### src/rtl/decode_stage_if.sv
// Fetch-to-execute decode bundle bus: instruction handshake in, decoded ALU/memory/branch controls out.
interface decode_stage_if #(
    parameter int XLEN = 32
);
    logic            in_valid;
    logic            in_ready;
    logic [31:0]     in_inst;
    logic [XLEN-1:0] in_pc;
    logic            flush;

    logic            out_valid;
    logic            out_ready;
    logic [XLEN-1:0] out_pc;
    logic [2:0]      alu_op;
    logic            alu_sub_sra;
    logic [1:0]      a_sel;
    logic            b_sel;
    logic [XLEN-1:0] imm;
    logic [4:0]      rd;
    logic [4:0]      rs1;
    logic [4:0]      rs2;
    logic            reg_write;
    logic            mem_read;
    logic            mem_write;
    logic            branch;
    logic            jump;
    logic [2:0]      funct3;
    logic            illegal;

    modport master (
        output in_valid, in_inst, in_pc, flush, out_ready,
        input  in_ready, out_valid, out_pc, alu_op, alu_sub_sra, a_sel, b_sel, imm,
               rd, rs1, rs2, reg_write, mem_read, mem_write, branch, jump, funct3, illegal
    );

    modport slave (
        input  in_valid, in_inst, in_pc, flush, out_ready,
        output in_ready, out_valid, out_pc, alu_op, alu_sub_sra, a_sel, b_sel, imm,
               rd, rs1, rs2, reg_write, mem_read, mem_write, branch, jump, funct3, illegal
    );
endinterface

### src/rtl/decode_stage.sv
// RV32I decode stage: registers the decoded bundle for execute with a 1-cycle valid/ready pipeline.
// Optional `DECODE_SKID_BUFFER_EN adds a one-entry skid so in_ready comes straight from a flop.
module decode_stage #(
    parameter int              XLEN     = 32,
    parameter logic [XLEN-1:0] RESET_PC = '0
) (
    input logic           clk,
    input logic           reset_n,
    decode_stage_if.slave bus
);
    localparam logic [6:0] OPC_OP     = 7'b0110011;
    localparam logic [6:0] OPC_OPIMM  = 7'b0010011;
    localparam logic [6:0] OPC_LUI    = 7'b0110111;
    localparam logic [6:0] OPC_AUIPC  = 7'b0010111;
    localparam logic [6:0] OPC_LOAD   = 7'b0000011;
    localparam logic [6:0] OPC_STORE  = 7'b0100011;
    localparam logic [6:0] OPC_BRANCH = 7'b1100011;
    localparam logic [6:0] OPC_JAL    = 7'b1101111;
    localparam logic [6:0] OPC_JALR   = 7'b1100111;

    typedef struct packed {
        logic [XLEN-1:0] pc;
        logic [XLEN-1:0] imm;
        logic [2:0]      alu_op;
        logic            alu_sub_sra;
        logic [1:0]      a_sel;
        logic            b_sel;
        logic [4:0]      rd;
        logic [4:0]      rs1;
        logic [4:0]      rs2;
        logic            reg_write;
        logic            mem_read;
        logic            mem_write;
        logic            branch;
        logic            jump;
        logic [2:0]      funct3;
        logic            illegal;
    } bundle_t;

    function automatic bundle_t decode(input logic [31:0] inst, input logic [XLEN-1:0] pc);
        bundle_t                b;
        logic [6:0]             opc;
        logic [6:0]             f7;
        logic [2:0]             f3;
        logic                   wr;
        logic signed [XLEN-1:0] i_imm;
        logic signed [XLEN-1:0] s_imm;
        logic signed [XLEN-1:0] b_imm;
        logic signed [XLEN-1:0] u_imm;
        logic signed [XLEN-1:0] j_imm;
        logic        [XLEN-1:0] sh_imm;
        opc    = inst[6:0];
        f3     = inst[14:12];
        f7     = inst[31:25];
        i_imm  = XLEN'($signed(inst[31:20]));
        s_imm  = XLEN'($signed({inst[31:25], inst[11:7]}));
        b_imm  = XLEN'($signed({inst[31], inst[7], inst[30:25], inst[11:8], 1'b0}));
        u_imm  = XLEN'($signed({inst[31:12], 12'b0}));
        j_imm  = XLEN'($signed({inst[31], inst[19:12], inst[20], inst[30:21], 1'b0}));
        sh_imm = {{(XLEN-5){1'b0}}, inst[24:20]};
        b        = '0;
        b.pc     = pc;
        b.rd     = inst[11:7];
        b.rs1    = inst[19:15];
        b.rs2    = inst[24:20];
        b.funct3 = f3;
        wr       = 1'b0;
        case (opc)
            OPC_OP: begin
                b.alu_op      = f3;
                b.alu_sub_sra = inst[30];
                wr            = 1'b1;
                if (f7 == 7'b0100000) b.illegal = !(f3 == 3'b000 || f3 == 3'b101);
                else                  b.illegal = (f7 != 7'b0000000);
            end
            OPC_OPIMM: begin
                b.alu_op = f3;
                b.b_sel  = 1'b1;
                wr       = 1'b1;
                if (f3 == 3'b001) begin
                    b.imm     = sh_imm;
                    b.illegal = (f7 != 7'b0000000);
                end else if (f3 == 3'b101) begin
                    b.imm         = sh_imm;
                    b.alu_sub_sra = inst[30];
                    b.illegal     = !(f7 == 7'b0000000 || f7 == 7'b0100000);
                end else begin
                    b.imm = i_imm;
                end
            end
            OPC_LUI: begin
                b.a_sel = 2'd2;
                b.b_sel = 1'b1;
                b.imm   = u_imm;
                wr      = 1'b1;
            end
            OPC_AUIPC: begin
                b.a_sel = 2'd1;
                b.b_sel = 1'b1;
                b.imm   = u_imm;
                wr      = 1'b1;
            end
            OPC_LOAD: begin
                b.b_sel    = 1'b1;
                b.imm      = i_imm;
                b.mem_read = 1'b1;
                wr         = 1'b1;
            end
            OPC_STORE: begin
                b.b_sel     = 1'b1;
                b.imm       = s_imm;
                b.mem_write = 1'b1;
            end
            OPC_BRANCH: begin
                b.branch      = 1'b1;
                b.alu_sub_sra = 1'b1;
                b.imm         = b_imm;
            end
            OPC_JAL: begin
                b.jump  = 1'b1;
                b.a_sel = 2'd1;
                b.b_sel = 1'b1;
                b.imm   = j_imm;
                wr      = 1'b1;
            end
            OPC_JALR: begin
                b.jump  = 1'b1;
                b.b_sel = 1'b1;
                b.imm   = i_imm;
                wr      = 1'b1;
            end
            default: b.illegal = 1'b1;
        endcase
        if (inst[1:0] != 2'b11) b.illegal = 1'b1;
        // Illegal words must never have architectural side effects downstream.
        b.reg_write = wr && (b.rd != 5'd0) && !b.illegal;
        if (b.illegal) begin
            b.mem_read  = 1'b0;
            b.mem_write = 1'b0;
            b.branch    = 1'b0;
            b.jump      = 1'b0;
        end
        return b;
    endfunction

    bundle_t dec_p0;
    bundle_t bnd_p1;
    logic    vld_p1;
    logic    in_ready;

    assign dec_p0 = decode(bus.in_inst, bus.in_pc);

`ifdef DECODE_SKID_BUFFER_EN
    bundle_t skid_p1;
    logic    skid_vld_p1;
    logic    accept_p0;
    logic    main_free_p0;

    assign in_ready     = !skid_vld_p1;
    assign accept_p0    = bus.in_valid && in_ready;
    assign main_free_p0 = !vld_p1 || bus.out_ready;

    // ---- p0 -> p1: main register refills from the skid first to keep order ----
    always_ff @(posedge clk or negedge reset_n) begin
        if (!reset_n) begin
            vld_p1      <= 1'b0;
            skid_vld_p1 <= 1'b0;
            bnd_p1      <= '0;
            bnd_p1.pc   <= RESET_PC;
        end else if (bus.flush) begin
            vld_p1      <= 1'b0;
            skid_vld_p1 <= 1'b0;
        end else if (main_free_p0) begin
            if (skid_vld_p1) begin
                vld_p1      <= 1'b1;
                bnd_p1      <= skid_p1;
                skid_vld_p1 <= 1'b0;
            end else begin
                vld_p1 <= accept_p0;
                if (accept_p0) bnd_p1 <= dec_p0;
            end
        end else if (accept_p0) begin
            skid_vld_p1 <= 1'b1;
        end
    end

    always_ff @(posedge clk) begin
        if (!main_free_p0 && accept_p0) skid_p1 <= dec_p0;
    end
`else
    assign in_ready = !vld_p1 || bus.out_ready;

    // ---- p0 -> p1: single bundle register ----
    always_ff @(posedge clk or negedge reset_n) begin
        if (!reset_n) begin
            vld_p1    <= 1'b0;
            bnd_p1    <= '0;
            bnd_p1.pc <= RESET_PC;
        end else if (bus.flush) begin
            vld_p1 <= 1'b0;
        end else if (in_ready) begin
            vld_p1 <= bus.in_valid;
            if (bus.in_valid) bnd_p1 <= dec_p0;
        end
    end
`endif

    assign bus.in_ready    = in_ready;
    assign bus.out_valid   = vld_p1;
    assign bus.out_pc      = bnd_p1.pc;
    assign bus.alu_op      = bnd_p1.alu_op;
    assign bus.alu_sub_sra = bnd_p1.alu_sub_sra;
    assign bus.a_sel       = bnd_p1.a_sel;
    assign bus.b_sel       = bnd_p1.b_sel;
    assign bus.imm         = bnd_p1.imm;
    assign bus.rd          = bnd_p1.rd;
    assign bus.rs1         = bnd_p1.rs1;
    assign bus.rs2         = bnd_p1.rs2;
    assign bus.reg_write   = bnd_p1.reg_write;
    assign bus.mem_read    = bnd_p1.mem_read;
    assign bus.mem_write   = bnd_p1.mem_write;
    assign bus.branch      = bnd_p1.branch;
    assign bus.jump        = bnd_p1.jump;
    assign bus.funct3      = bnd_p1.funct3;
    assign bus.illegal     = bnd_p1.illegal;
endmodule

### src/flat_wrapper.sv
// flat-port wrapper written by rule: the top's interface ports become plain ports
module decode_stage_flat 
#(
    parameter int              XLEN     = 32,
    parameter logic [XLEN-1:0] RESET_PC = '0
)
  (clk, reset_n, bus_in_valid, bus_in_inst, bus_in_pc, bus_flush, bus_out_ready, bus_in_ready, bus_out_valid, bus_out_pc, bus_alu_op, bus_alu_sub_sra, bus_a_sel, bus_b_sel, bus_imm, bus_rd, bus_rs1, bus_rs2, bus_reg_write, bus_mem_read, bus_mem_write, bus_branch, bus_jump, bus_funct3, bus_illegal);
  decode_stage_if #(.XLEN(XLEN)) bus_i ();
  input logic clk;
  input logic reset_n;
  input wire logic [$bits(bus_i.in_valid)-1:0] bus_in_valid;
  input wire logic [$bits(bus_i.in_inst)-1:0] bus_in_inst;
  input wire logic [$bits(bus_i.in_pc)-1:0] bus_in_pc;
  input wire logic [$bits(bus_i.flush)-1:0] bus_flush;
  input wire logic [$bits(bus_i.out_ready)-1:0] bus_out_ready;
  output wire logic [$bits(bus_i.in_ready)-1:0] bus_in_ready;
  output wire logic [$bits(bus_i.out_valid)-1:0] bus_out_valid;
  output wire logic [$bits(bus_i.out_pc)-1:0] bus_out_pc;
  output wire logic [$bits(bus_i.alu_op)-1:0] bus_alu_op;
  output wire logic [$bits(bus_i.alu_sub_sra)-1:0] bus_alu_sub_sra;
  output wire logic [$bits(bus_i.a_sel)-1:0] bus_a_sel;
  output wire logic [$bits(bus_i.b_sel)-1:0] bus_b_sel;
  output wire logic [$bits(bus_i.imm)-1:0] bus_imm;
  output wire logic [$bits(bus_i.rd)-1:0] bus_rd;
  output wire logic [$bits(bus_i.rs1)-1:0] bus_rs1;
  output wire logic [$bits(bus_i.rs2)-1:0] bus_rs2;
  output wire logic [$bits(bus_i.reg_write)-1:0] bus_reg_write;
  output wire logic [$bits(bus_i.mem_read)-1:0] bus_mem_read;
  output wire logic [$bits(bus_i.mem_write)-1:0] bus_mem_write;
  output wire logic [$bits(bus_i.branch)-1:0] bus_branch;
  output wire logic [$bits(bus_i.jump)-1:0] bus_jump;
  output wire logic [$bits(bus_i.funct3)-1:0] bus_funct3;
  output wire logic [$bits(bus_i.illegal)-1:0] bus_illegal;
  assign bus_i.in_valid = bus_in_valid;
  assign bus_i.in_inst = bus_in_inst;
  assign bus_i.in_pc = bus_in_pc;
  assign bus_i.flush = bus_flush;
  assign bus_i.out_ready = bus_out_ready;
  assign bus_in_ready = bus_i.in_ready;
  assign bus_out_valid = bus_i.out_valid;
  assign bus_out_pc = bus_i.out_pc;
  assign bus_alu_op = bus_i.alu_op;
  assign bus_alu_sub_sra = bus_i.alu_sub_sra;
  assign bus_a_sel = bus_i.a_sel;
  assign bus_b_sel = bus_i.b_sel;
  assign bus_imm = bus_i.imm;
  assign bus_rd = bus_i.rd;
  assign bus_rs1 = bus_i.rs1;
  assign bus_rs2 = bus_i.rs2;
  assign bus_reg_write = bus_i.reg_write;
  assign bus_mem_read = bus_i.mem_read;
  assign bus_mem_write = bus_i.mem_write;
  assign bus_branch = bus_i.branch;
  assign bus_jump = bus_i.jump;
  assign bus_funct3 = bus_i.funct3;
  assign bus_illegal = bus_i.illegal;
  decode_stage #(.XLEN(XLEN), .RESET_PC(RESET_PC)) u_core (.clk(clk), .reset_n(reset_n), .bus(bus_i));
endmodule
### config.mk
export PLATFORM = sky130hd
export DESIGN_NAME = decode_stage_flat
export DESIGN_NICKNAME = d
export VERILOG_FILES = /design/src/rtl/decode_stage_if.sv /design/src/rtl/decode_stage.sv /design/src/flat_wrapper.sv
export SDC_FILE = /design/constraint.sdc
export NUM_CORES = 1
export LEC_CHECK = 0
export BUFFER_PORTS_ARGS = -buffer_cell sky130_fd_sc_hd__buf_4
export CAP_MARGIN = 20
export CORE_MARGIN = 4
export CORE_UTILIZATION = 48
export CTS_BUF_LIST = sky130_fd_sc_hd__clkbuf_16
export DETAILED_ROUTE_END_ITERATION = 8
export PLACE_DENSITY = 0.83
export SLEW_MARGIN = 5
export SYNTH_ARGS = -nofsm -noshare
export SYNTH_HDL_FRONTEND = slang
export SYNTH_SLANG_ARGS = --single-unit
### constraint.sdc
create_clock -name clk -period 2 [get_ports clk]
set_clock_uncertainty 0.05 [all_clocks]
set_input_delay 0.6 -clock clk [delete_from_list [all_inputs] [get_ports clk]]
set_output_delay 0.6 -clock clk [all_outputs]
set_load 0.03 [all_outputs]
# Yosys cells after proc, flatten, opt, wreduce, memory -nomap -nowiden
# Cells that the tools add are included.
[op_classes]
n_reduce_logical = 23
eq_ne = 13
n_lt_le_gt_ge = 0
addsub = 0
bitwise_logic = 1
n_shift = 0
div = 0
n_mux = 22
mul = 0
[op_table]
columns = ["cell", "count"]
rows = [
  ["case mux 32 bit (6 select lines)", 1],
  ["two-way mux 32 bit", 2],
  ["== test 7 x 6 -> 1 bit, second input constant", 4],
  ["== test 7 bit, second input constant", 3],
  ["OR reduction 7 bit", 3],
  ["== test 7 x 5 -> 1 bit, second input constant", 2],
  ["two-way mux 1 bit", 14],
  ["OR reduction 2 bit", 5],
  ["== test 7 x 2 -> 1 bit, second input constant", 1],
  ["logical NOT 7 bit", 1],
  ["nonzero test 7 bit", 1],
  ["case mux 1 bit (3 select lines)", 2],
  ["nonzero test 5 bit", 1],
  ["logical NOT 1 bit", 4],
  ["two-way mux 4 bit", 1],
  ["case mux 2 bit (2 select lines)", 1],
  ["== test 3 x 1 -> 1 bit, second input constant", 1],
  ["== test 3 bit, second input constant", 1],
  ["logical NOT 3 bit", 1],
  ["logical OR 1 bit", 3],
  ["two-way mux 3 bit", 1],
  ["AND reduction 3 bit", 1],
  ["logical AND 1 bit", 2],
  ["!= test 2 bit, second input constant", 1],
  ["other kinds (2)", 2],
]
[word_totals]
out_inout_bits = 97
wordCells = 76
latch_bits = 0
input_bits = 69
n_memories = 0
mem_bits_ro = 0
ram_bits = 0
register_bits = 96

# Logic depth before layout (Yosys ltp)
[depth]
depth_word = 9
depth_mapped = 8
ltp_nobuf = 5

# Least setup slack after synthesis
# Ideal clock, no wire load.
[synth_timing]
kind = "input to register"
startpoint = "input port bus_out_ready"
endpoint = "register u_core.bnd_p1 (netlist bit u_core.bus.out_pc[10])"
setup_time_ps = 66
stages = 8
n_path_buf = 3
t_required_ps = 1884
arrival_time_ps = 1818
slack_ps = 67
path_cell_list = "nor2b_1 > inv_1 > nand3b_1 > clkbuf_1 > buf_2 > buf_2 > nand2_1 > nand2_1"
[synth_via]
elab_chain_cells = 2
[synth_rtl]
columns = ["element", "line", "source"]
rows = [
  ["from (decl)", "flat_wrapper.sv:15", "input wire logic [$bits(bus_i.out_ready)-1:0] bus_out_ready;"],
  ["logical OR 1 bit", "decode_stage.sv:191", "assign in_ready = !vld_p1 || bus.out_ready;"],
  ["net bus_in_ready", "flat_wrapper.sv:16", "output wire logic [$bits(bus_i.in_ready)-1:0] bus_in_ready;"],
  ["AND reduction 3 bit (no line)", "-", ""],
  ["to (signal assigned)", "decode_stage.sv:203", "if (bus.in_valid) bnd_p1 <= dec_p0;"],
  ["to (decl)", "decode_stage.sv:147", "bundle_t bnd_p1;"],
]
# The timed path passes the listed nets, and every way through them passes these cells.
# A chain may end at the register's enable or synchronous reset.

# Worst setup path after layout
[layout_timing]
startpoint = "input port bus_out_ready"
endpoint = "output port bus_in_ready"
[layout_via]
elab_chain_cells = 1
[layout_rtl]
columns = ["element", "line"]
rows = [
  ["logical OR 1 bit", "decode_stage.sv:191"],
  ["to (decl)", "flat_wrapper.sv:16"],
]
# No other way between the ends.

==> reports/metrics.cfg <==
[outcome]
status=completed

[global_routing]
overflow=0
grt_first_pass_wirelength_um=20900
grtUsageTotal=0.265
antenna_found_initial=0
grt_start_max_net_pins=35
grt_pass1_vias=4004

[clock_tree]
insertion_delay_ns=0.33
numCtsBuffers=9
cts-root-buf=clkbuf_16
cts.sinks=96
postCtsHoldBufs=0
clkSlewWorstSetupHoldPaths_ns=0.07
clk_path_buf_depth=2
postCtsSetupBuffers=0
htreeDepth=3
cts_tree=yes

[pwr]
powerDensity_nw_per_um2=844
p_leak_nw=3.14
ir_worst_vdd_mv=0.483

[critical_path]
timing.rr.end=u_core.bus.alu_op[2]$_DFFE_PN0P_
rr_worst_depth=5
worstSetupStartpointType=primary input
startpoint=bus_out_ready
crit_path_end_kind=output pin
r2r_start=u_core.bus.out_valid$_DFFE_PN0P_
crit_end=bus_in_ready
reg2reg_slack_ns=0.26
worst-setup-path-type=primary input to output pin
required_ns=1.35
worstPathArrival_ns=1.21
worstPathMaxFanout=3

[timing]
fmax_mhz=536
rsz0062_at_grt=no
slew_viol_final=0
slew_headroom=0.702
hold_viol_final=0
period_minus_slack_ns=1.86
hold_slack_ns=0.149
worstMarginPinSlew_ns=0.448
fin_ws_ns=0.135
timing.final.crit_share=0.932
setup_violations=0

[placement]
dp_hpwl_um=9930
dp.cells=734
routabilityCongestion=0.903
dp_slack_ns=-0.164
numPortBuffers=165

[flow_run]
drv_cap=0

[logic_synthesis]
ys_async_sr_fraction=1.00
ys_ff_latch=96
syn_nets=530
netlist_area_um2=4130
synth_top_area_share=0.581
synth_area_leader_cell=dfrtp_1
synth_edf_count=0
synth_area_per_cell_um2=8.96
ys_seq_area_frac=0.581
netlist_instances=461
synth_cell_type_count=43
synth_flop_cell=dfrtp_1
yosysWarnings=0
synth_area_leaders=dfrtp_1 (58%), nand2_1 (17%), o21ai_0 (4.0%), a21oi_1 (2.3%), clkbuf_1 (1.7%)

[floorplan]
dieArea_um2=10200
dieWidth_um=101
io_pins=166
row_count=33
core_area_um2=8300
fp.dieH_um=101
start_util=0.498

[drt]
vias=4023
drt-pass1-iter-count=5
drt-total-wl_um=13000
drtAntennaViolNets=0
initialDrtViolationCount=227
wl_per_cell_um=17.3
route.detailed.drc=0
vias_per_cell=5.36

[worst_hold_path]
hp-class=primary input to asynchronous set/reset pin

[finish]
final_common_cell=buf_4
drive_gt1_frac=0.347
area_growth_pct=44.5
final_cells=750
final_nets=709
final.fill_count=607
mostFrequentLayoutCells=buf_4 (193), nand2_1 (189), dfrtp_1 (96)
num_antenna_cells=0

synthesized netlist by cell type (all sizes together) (2+ instances only):
cell    number
nand3b       3
nand2      189
inv          5
a31oi        3
nand3        5
nand2b       2
a32o         2
and2         2
o21ai       35
or2          6
a21oi       19
a211oi       2
a22oi        4
dfrtp       96
nor4         2
o31ai        4
nor2b        4
a21boi       8
buf          9
a22o         7
nor3b        2
nand4b       2
nor2        15
clkbuf      19
nor3         3
sequential cells by signal (all words and copies together), names as in the netlist:
name                    flops
u_core.bus.imm             32
u_core.bus.out_pc          32
u_core.bus.rd               5
u_core.bus.rs1              5
u_core.bus.rs2              5
u_core.bus.alu_op           3
u_core.bus.funct3           3
u_core.bus.a_sel            2
u_core.bus.alu_sub_sra      1
u_core.bus.b_sel            1
u_core.bus.branch           1
u_core.bus.illegal          1
u_core.bus.jump             1
u_core.bus.mem_read         1
u_core.bus.mem_write        1
u_core.bus.out_valid        1
u_core.bus.reg_write        1
report_power, final:
group | leakage [nW] | internal (mW) | total, mW | switching [mW]
Clock | 0.154 | 0.986 | 1.76 | 0.776
Sequential | 1.25 | 2.10 | 2.18 | 0.0860
Combinational | 1.73 | 0.415 | 1.09 | 0.678
final cells by class:
class / count / area (µm²) / share of cell area
well taps: 105 / 131 / 0.0220
clock buffers: 9 / 225 / 0.0377
flip-flops and latches: 96 / 2400 / 0.402
multi-input cells: 332 / 1610 / 0.269
repair buffers: 196 / 1510 / 0.253
inverters: 5 / 18.8 / 0.00314
clock inverters: 7 / 81.3 / 0.0136
stage by stage:
step / utilization / TNS (ns) / area [µm²] / power (mW)
2_1_floorplan: - / 0 / 4130 / 2.77
3_3_place_gp: 0.682 / -1.62 / 5660 / 3.29
3_5_place_dp: 0.682 / -2.01 / 5660 / 3.32
4_1_cts: 0.719 / 0 / 5970 / 5.07
5_1_grt: 0.720 / 0 / 5970 / 5.25
6_report: 0.720 / 0 / 5970 / 5.04
kinds of logic after synthesis:
group,Yosys count,synth area share
and+or+nand+nor,241,0.246
DFF,96,0.581
AOI/OAI and AO/OA,89,0.136
buffers and inverters,33,0.0324
xor gates and xnor gates,1,0.00212
muxes,1,0.00272
how the worst min path moves through the flow:
stage	from	to	slack [ns]	depth (start not counted)
detailed placement	u_core.bus.out_pc[9]$_DFFE_PN0P_	u_core.bus.out_pc[9]$_DFFE_PN0P_	0.41	2
finish	reset_n	u_core.bus.mem_read$_DFFE_PN0P_	0.15	1
CTS	reset_n	u_core.bus.mem_read$_DFFE_PN0P_	0.17	1
global placement	u_core.bus.out_pc[22]$_DFFE_PN0P_	u_core.bus.out_pc[22]$_DFFE_PN0P_	0.41	2
global route	reset_n	u_core.bus.mem_read$_DFFE_PN0P_	0.17	1
floorplan	reset_n	u_core.bus.a_sel[0]$_DFFE_PN0P_	0.25	0
layer usage:
layer  vias up  global-route usage  share of wire
met4         0              0.0715          0.017
met5         -                   0              0
met1      1944               0.348           0.40
met3        21              0.0561          0.075
li1       1886                   -              -
met2       172               0.446           0.50
critical path: stages:
cell and delay, ns:
buf_4 0.11, nor2b_1 0.22, inv_1 0.10, buf_4 0.18
repair_timing:
| action | in CTS | in global routing |
|---|---|---|
| gates resized for setup | 0 | 1 |
| endpoints found under the setup margin | 0 | 1 |
| endpoints found under the hold margin | 0 | 0 |
Note: power is estimated with default switching activity, not from simulation.
